--- config.mk ---
export PLATFORM = sky130hd
export DESIGN_NAME = cnt_74x163_chain
export DESIGN_NICKNAME = d
export VERILOG_FILES = /design/src/rtl/cnt_74x163_chain.sv
export SDC_FILE = /design/constraint.sdc
export NUM_CORES = 1
export LEC_CHECK = 0
export CAP_MARGIN = 20
export CORE_AREA = 10 10 47 49
export CTS_CLUSTER_DIAMETER = 150
export CTS_CLUSTER_SIZE = 40
export DETAILED_ROUTE_END_ITERATION = 6
export DIE_AREA = 0 0 57 59
export PLACE_DENSITY = 0.72
export SYNTH_ARGS = -nofsm -noshare
export SYNTH_HDL_FRONTEND = slang
export SYNTH_SLANG_ARGS = --single-unit
--- constraint.sdc ---
create_clock -name CLK -period 1.42 [get_ports CLK]
set_input_delay 0.284 -clock CLK [delete_from_list [all_inputs] [get_ports CLK]]
set_output_delay 0.284 -clock CLK [all_outputs]
set_load 0.03 [all_outputs]
--- src/rtl/cnt_74x163_chain.sv ---
// STAGES cascaded 74x163 4-bit synchronous counters; Q updates on the sampling edge, carries are combinational.
// No backpressure: every control is sampled each rising CLK edge with priority RST > CLR > LOAD > count > hold.
module cnt_74x163_chain #(
    parameter int                  STAGES = 2,
    parameter logic [4*STAGES-1:0] INIT   = '0
) (
    input  logic                  CLK,
    input  logic                  RST,
    input  logic                  CLR,
    input  logic                  LOAD,
    input  logic                  ENP,
    input  logic                  ENT,
    input  logic [4*STAGES-1:0]   D,
    output logic [4*STAGES-1:0]   Q,
    output logic                  RCO,
    output logic [STAGES-1:0]     RCO_STAGE
);

    // ent_chain[i] is the ENT pin of stage i, wired from the previous RCO as on a board
    logic [STAGES:0] ent_chain;

    assign ent_chain[0] = ENT;

    for (genvar g = 0; g < STAGES; g++) begin : g_stage
        logic [3:0] q_r;

        always_ff @(posedge CLK) begin
            if (RST)
                q_r <= INIT[4*g +: 4];
            else if (CLR)
                q_r <= 4'h0;
            else if (LOAD)
                q_r <= D[4*g +: 4];
            else if (ENP && ent_chain[g])
                q_r <= q_r + 4'h1;
        end

        // ENP deliberately does not gate the carry, matching the 74x163
        assign RCO_STAGE[g]   = ent_chain[g] && (q_r == 4'hF);
        assign ent_chain[g+1] = RCO_STAGE[g];
        assign Q[4*g +: 4]    = q_r;
    end

    assign RCO = RCO_STAGE[STAGES-1];

endmodule

Word level (Yosys, flattened, before mapping)
Index checks and enable logic that the tools add are counted.

Input bits: 14. Word-level logic and storage cells: 17. Latch bits: 0. Memories: 0. Flip-flop bits (word level): 8. Output and inout port bits: 11. Memory bits (writable): 0. ROM bits: 0.

Reductions and logical operators: 7. $lt $le $gt $ge: 0. Equality and inequality tests: 2. Bitwise operators: 0. Muxes and demuxes: 4. Div/mod/pow operators: 0. Add/sub/neg operators: 2. Shift operators: 0. Multipliers: 0.

Operator list (count): 4-bit 2-to-1 mux (4); 4-bit by 1-bit adder with 4-bit output, second input constant (2); 4-bit == test, second input constant (2); 1-bit logical AND (4); 2-bit nonzero test (2); 2-bit OR reduction (1).

Longest topological paths before layout
Gate-level depths: netlist of run 1.

Depth in word-level cells: 5. Depth in mapped cells: 5. Mapped depth without buffers: 5.

Least setup slack after synthesis of run 1
OpenSTA, ideal clock, no wires.

Path type: register -> output. From: register g_stage[0].q_r[0]. To: output port RCO_STAGE[1]. Data required time: 1.136 ns. Buffers on the path: 1. Data arrival time: 1.695 ns. Cell stages (with the launch flop): 5. Setup slack: -0.559 ns. Cells stage by stage: dfxtp_1 ha_1 nand4_4 nor2_1 buf_4.

Longest elaborated chain between the ends: 3.

RTL lines: start: declaration (RTL line 25) `logic [3:0] q_r;`; start signal: assignment (RTL line 29) `q_r <= INIT[4*g +: 4];`; start signal: assignment (RTL line 33) `q_r <= D[4*g +: 4];`; start signal: assignment (RTL line 35) `q_r <= q_r + 4'h1;`; 4-bit == test (RTL line 39) `assign RCO_STAGE[g] = ent_chain[g] && (q_r == 4'hF);`; 1-bit logical AND (2 in a row) (RTL line 39); end: declaration (RTL line 16) `output logic [STAGES-1:0] RCO_STAGE`.

No other way between the ends.

Final worst setup path of run 1
From: register g_stage[0].q_r[1]. To: output port RCO.

Longest elaborated chain between the ends: 3.

RTL lines: 4-bit == test (RTL line 39); 1-bit logical AND (2 in a row) (RTL line 39); end: declaration (RTL line 15) `output logic RCO,`.

No other way between the ends.

==> impl_metrics.tcl, run 1 <==
set metrics [dict create \
    use_met2_pct 15.19 \
    insertion_delay_ns 0.26 \
    comb_power_share_pct 22.3 \
    tritoncts "built" \
    async_reset_ff_share_pct 0 \
    clockBufferDepth 2 \
    endpoint_kind "primary output" \
    switching_power_uw 158.5 \
    rsz0062_at_grt "yes" \
    worstHoldPathType "flop to flop" \
    top_register "g_stage.q_r" \
    avgSynthCellArea_um2 8.326 \
    synth_area_um2 457.9 \
    synthTopCellsByCount "11 x o21ai_0, 8 x dfxtp_1, 5 x a31oi_1, 4 x or3_1" \
    antenna_found_initial 0 \
    area_growth_syn_to_layout_pct 82.51 \
    wirelength_um 1465 \
    busiest_layer "met2" \
    core_region_area_um2 1401 \
    yosys.cell_count.top_type "o21ai_0" \
    synth_top_area_share_pct 34.97 \
    largest_register_ff_count 8 \
    max_cap_viol_count 0 \
    power_leakage_uw 0.0003751 \
    initial_utilization_pct 32.68 \
    cts_root_buf "clkbuf_4" \
    synth_area_leaders "dfxtp_1 35%, o21ai_0 12%, a31oi_1 6.8%" \
    place.gp.congestion 0.7466 \
    post-place-ws_ns -0.2828 \
    ir_drop_v 0.0005820 \
    slew_viol_final 0 \
    chipHeight_um 59 \
    die_width_um 57 \
    synth_edf_count 0 \
    cp-start-kind "flop" \
    finish.utilization_pct 59.64 \
    io_buffers 24 \
    cp.arrival_ns 1.18 \
    rr_startpoint "g_stage[0].q_r[1]" \
    failed_checks "negative setup slack" \
    htree_levels 1 \
    timing.final.crit_share_pct 103.2 \
    drtPass1Iterations 6 \
    yosys_register_bits 8 \
    fin_cells 105 \
    route.vias.total 544 \
    postCtsHoldBufs 0 \
    grt_pass1_vias 543 \
    timing.final.ws_setup_ns -0.04516 \
    drt_iter0_drc 15 \
    swShare_pct 28.16 \
    grtUsageTotal_pct 8.645 \
    cp-startpoint "g_stage[0].q_r[1]" \
    syn_nets 71 \
    synthFlopType "dfxtp_1" \
    grt_pass1_wl_um 2346 \
    holdCritStartpoint "g_stage[1].q_r[1]" \
    clock_skew_ns 0.004397 \
    clkTransAtPathRegs_ns 0.06 \
    drcViolationCount 0 \
    drive_gt1_share_pct 32.58 \
    cp_max_fo 6 \
    min_period_ns 1.465 \
    avgRoutedWirePerCell_um 13.95 \
    postLayoutCellArea_um2 835.8 \
    dp.cells 98 \
    pwr-share-clk_pct 34.4 \
    crit_required_ns 1.14 \
    viasPerCell 5.181 \
    power_frac_seq_pct 43.3 \
    powerDensity_nw_per_um2 673.5 \
    gr-total-overflow 0 \
    worst_slew_pin_slew_ns 0.3131 \
    antenna_cells 0 \
    critical_path_class "flop to primary output" \
    cts_buffers 3 \
    setup_viol 2 \
    final_nets 106 \
    die-area_um2 3363 \
    final_hold_viol_count 0 \
    placed_cell_area_um2 777.0 \
    ys_warn_count 0 \
    max_freq_mhz 682.5 \
    synth.distinct_cells 20 \
    top_regs "g_stage.q_r: 8 flops" \
    final_antenna_net_count 0 \
    grt_util_met1_pct 8.193 \
    ios 25 \
    synth_largest_area_cell "dfxtp_1" \
    grtUsageMet3_pct 5.794 \
    cts.sinks 8 \
    status "complete, but fails checks" \
    placementRows 14 \
    internal_power_uw 404.4 \
    grt_max_degree 10 \
    synth_cells 55 \
    ys_seq_area_share_pct 34.97 \
    slew_headroom_pct 79.21 \
]
-- through the flow --
step	total power (uW)	setup TNS [ns]	hold slack, ns
after floorplan	301.6	0	0.3436
after detailed placement	380.9	-2.113	0.5073
after global placement	378.5	-1.687	0.5074
final	562.9	-0.09028	0.5161
after CTS	568.0	-0.2312	0.5179
after global routing	594.6	-0.2881	0.5677
-- routing by layer --
layer / part of all wire [%] / wire, um / vias to the layer above
li1: - / - / 274
met3: 9.8 / 144 / 0
met2: 52 / 759 / 20
met4: 0 / 0 / 0
met5: 0 / 0 / -
met1: 38 / 562 / 250
-- power by group through the flow --
stage          Clock [uW]  Combinational (uW)  Sequential [uW]
2_1_floorplan           0                34.0              268
3_3_place_gp            0                 130              248
3_5_place_dp            0                 133              248
4_1_cts               200                 125              243
5_1_grt               212                 137              245
6_report              194                 126              244
-- path summary, 6_finish.rpt --
path / to / slack [ns] / cells past startpoint
worst min-delay path: g_stage[1].q_r[1] / 0.52 / 2
worst min register to register: g_stage[1].q_r[1] / 0.52 / 2
worst max register to register: g_stage[1].q_r[2] / 0.04 / 5
worst max-delay path: RCO / -0.05 / 4
-- worst max-delay path, cell delays in order (launching register included) --
cell and delay, ns:
dfxtp_4 0.37, ha_4 0.15, nand4_4 0.12, nor2_4 0.14, buf_6 0.14
-- final cells by class --
type	instances	area (um^2)
Fill cell	145	565.5
Sequential cell	8	177.7
Multi-Input combinational cell	41	297.8
Timing Repair Buffer	33	302.8
Tap cell	16	20.02
Clock buffer	4	26.28
Inverter	3	11.26
-- placed cells by master, fill, tap and decap left out, types with 3 or more instances in the layout --
cell	netlist	routed
buf_4	1	9
a31oi_1	5	5
nand2_1	3	3
buf_6	0	3
or3_1	4	4
dfxtp_4	0	4
dlygate4sd2_1	0	9
clkdlybuf4s50_1	0	11
clkbuf_4	0	3
o21ai_0	11	11
-- repair_timing --
| item | in CTS | in global routing |
|---|---|---|
| pin swaps | 2 | 4 |
| buffers inserted | 0 | 3 |
| resized for setup | 13 | 3 |
| endpoints found under the setup margin | 12 | 5 |
| endpoints found under the hold margin | 0 | 0 |
-- cells by family (layout without fill, tap and decap cells) --
group,count (synthesis),count (layout),share of synthesized area (%)
AOI/OAI and AO/OA,21,21,28.41
xor gates and xnor gates,2,2,3.826
adders and majority gates,2,2,5.464
buffers and inverters,6,40,6.010
DFF,8,8,34.97
and+or+nand+nor,16,16,21.31
(Power assumes the default switching activity.)
==> run 2, diff against run 1 <==
--- a/config.mk
+++ b/config.mk
@@ -7,11 +7,13 @@
 export LEC_CHECK = 0
 export CAP_MARGIN = 20
 export CORE_AREA = 10 10 47 49
+export CTS_BUF_LIST = sky130_fd_sc_hd__clkbuf_8
 export CTS_CLUSTER_DIAMETER = 150
 export CTS_CLUSTER_SIZE = 40
 export DETAILED_ROUTE_END_ITERATION = 6
 export DIE_AREA = 0 0 57 59
 export PLACE_DENSITY = 0.72
+export SLEW_MARGIN = 25
 export SYNTH_ARGS = -nofsm -noshare
 export SYNTH_HDL_FRONTEND = slang
 export SYNTH_SLANG_ARGS = --single-unit
==> constraint.sdc (replaced) <==
create_clock -name CLK -period 1.5 [get_ports CLK]
set_input_delay 0.3 -clock CLK [delete_from_list [all_inputs] [get_ports CLK]]
set_output_delay 0.3 -clock CLK [all_outputs]
set_load 0.03 [all_outputs]
==> impl_metrics.tcl, run 2 (synthesis results as in run 1) <==
set metrics [dict create \
    status "completed" \
    insertion_delay_ns 0.23 \
    largest_register_ff_count 8 \
    grt_pass1_wl_um 2325 \
    tritoncts "built" \
    reg2reg_setup_slack_ns 0.13 \
    worstHoldEndpoint "g_stage[1].q_r[1]" \
    cts_buffers 3 \
    dp_hpwl_um 1096 \
    slowest_delay_ns 0.37 \
    power_leakage_uw 0.0003742 \
    rsz0062_at_grt "no" \
    die-area_um2 3363 \
    max_cap_viol_count 0 \
    viasPerCell 5.245 \
    final_hold_viol_count 0 \
    slew_headroom_pct 79.29 \
    worstHoldPathType "flop to flop" \
    most-common-layout-cells "11 x o21ai_0, 11 x clkdlybuf4s50_1, 9 x dlygate4sd2_1" \
    drt_iter0_drc 3 \
    ios 25 \
    crit_path_cell_trace "ha_4, nand4_4, nor2_4, buf_6" \
    cp_top_family "flip-flops" \
    final_nets 103 \
    worstRegToRegCells 5 \
    power_uw 615.6 \
    critical_path_class "flop to primary output" \
    crit_required_ns 1.20 \
    top_register "g_stage.q_r" \
    antenna_cells 0 \
    holdCritStartpoint "g_stage[1].q_r[1]" \
    gr-total-overflow 0 \
    final_antenna_net_count 0 \
    drive_gt1_share_pct 26.74 \
    die_width_um 57 \
    cp_max_fo 4 \
    grtUsageTotal_pct 8.651 \
    holdPathStages 2 \
    finish.utilization_pct 58.48 \
    place.gp.congestion 0.8076 \
    top_regs "g_stage.q_r: 8 flops" \
    cts.sinks 8 \
    cp_slowest_cell "dfxtp_4" \
    worst_slew_pin_slew_ns 0.3119 \
    wirelength_um 1404 \
    drcViolationCount 0 \
    drtPass1Iterations 4 \
    slew_viol_final 0 \
    htree_levels 1 \
    worst_r2r_endpoint "g_stage[1].q_r[3]" \
    timing.final.crit_share_pct 96.35 \
    clkTransAtPathRegs_ns 0.04 \
    area_growth_syn_to_layout_pct 78.96 \
    grt_max_degree 9 \
    setup_viol 0 \
    cp-start-kind "flop" \
    powerDensity_nw_per_um2 751.2 \
    cp-startpoint "g_stage[0].q_r[0]" \
    ir_drop_v 0.0003539 \
    fin_cells 102 \
    rr_startpoint "g_stage[0].q_r[0]" \
    initial_utilization_pct 32.68 \
    avgRoutedWirePerCell_um 13.76 \
    min_period_ns 1.445 \
    cp.arrival_ns 1.15 \
    antenna_found_initial 0 \
    route.vias.total 535 \
    whs_ns 0.4989 \
    core_region_area_um2 1401 \
    chipHeight_um 59 \
    endpoint_kind "primary output" \
    cts_root_buf "clkbuf_8" \
    placed_cell_area_um2 753.2 \
    dp.cells 97 \
    placementRows 14 \
    grt_pass1_vias 548 \
    clockBufferDepth 2 \
    max_freq_mhz 691.9 \
    path_buf_inv 1 \
    postLayoutCellArea_um2 819.5 \
    clock_skew_ns 0.004167 \
    io_buffers 24 \
]
run 2: changes by cell type in the layout (fill, tap and decap cells not counted), sizes merged:
cell	before	now
buf	12	9
inv	3	4
clkbuf	4	3
run 2: per-layer routing:
layer / up-vias / GRT usage [%] / routed length [um]
met3: 6 / 3.648 / 103
met1: 244 / 8.810 / 583
li1: 267 / - / -
met4: 0 / 7.047 / 45
met5: - / 0 / 0
met2: 18 / 13.64 / 670
run 2: how the worst max path moves through the flow:
stage               cells past startpoint  slack [ns]                end
finish                                  4        0.05       RCO_STAGE[1]
global route                            4       0.007                RCO
floorplan                               4       0.007       RCO_STAGE[1]
global placement                        4       -0.16  g_stage[0].q_r[0]
CTS                                     4        0.02       RCO_STAGE[1]
detailed placement                      4       -0.19  g_stage[1].q_r[3]
run 2: final cells by class:
cell class | instances | area, um^2
clock buffer | 3 | 41.29
timing repair buffer | 30 | 276.5
fill | 142 | 581.8
tap | 16 | 20.02
clock inverter | 1 | 3.754
multi-input combinational | 41 | 292.8
sequential | 8 | 173.9
inverter | 3 | 11.26
run 2: worst reg2reg max path, delay by kind of cell, from the launching register on:
family / cells / cell delay (ns)
DFF: 1 / 0.37
AOI/OAI and AO/OA: 1 / 0.16
buffers and inverters: 1 / 0.18
adders and majority gates: 1 / 0.15
and+or+nand+nor: 2 / 0.44
run 2: timing repair:
action | CTS | global route
pin swaps | 1 | 1
hold endpoints to repair | 0 | 0
resized for setup | 9 | 6
hold buffers | 0 | 0
buffers inserted | 1 | 0
setup endpoints to repair | 11 | 4
run 2: stage by stage:
stage | setup TNS [ns] | setup slack, ns
after floorplan | 0 | 0.006601
after global placement | -1.127 | -0.1576
after detailed placement | -1.393 | -0.1911
after CTS | 0 | 0.01951
after global routing | 0 | 0.007392
final | 0 | 0.05472
run 2: report_power, final:
part / switching, uW / leakage, uW / internal [uW]
combinational: 56.6 / 0.000279 / 59.4
sequential: 10.2 / 0.0000685 / 221
clock: 90.6 / 0.0000269 / 178
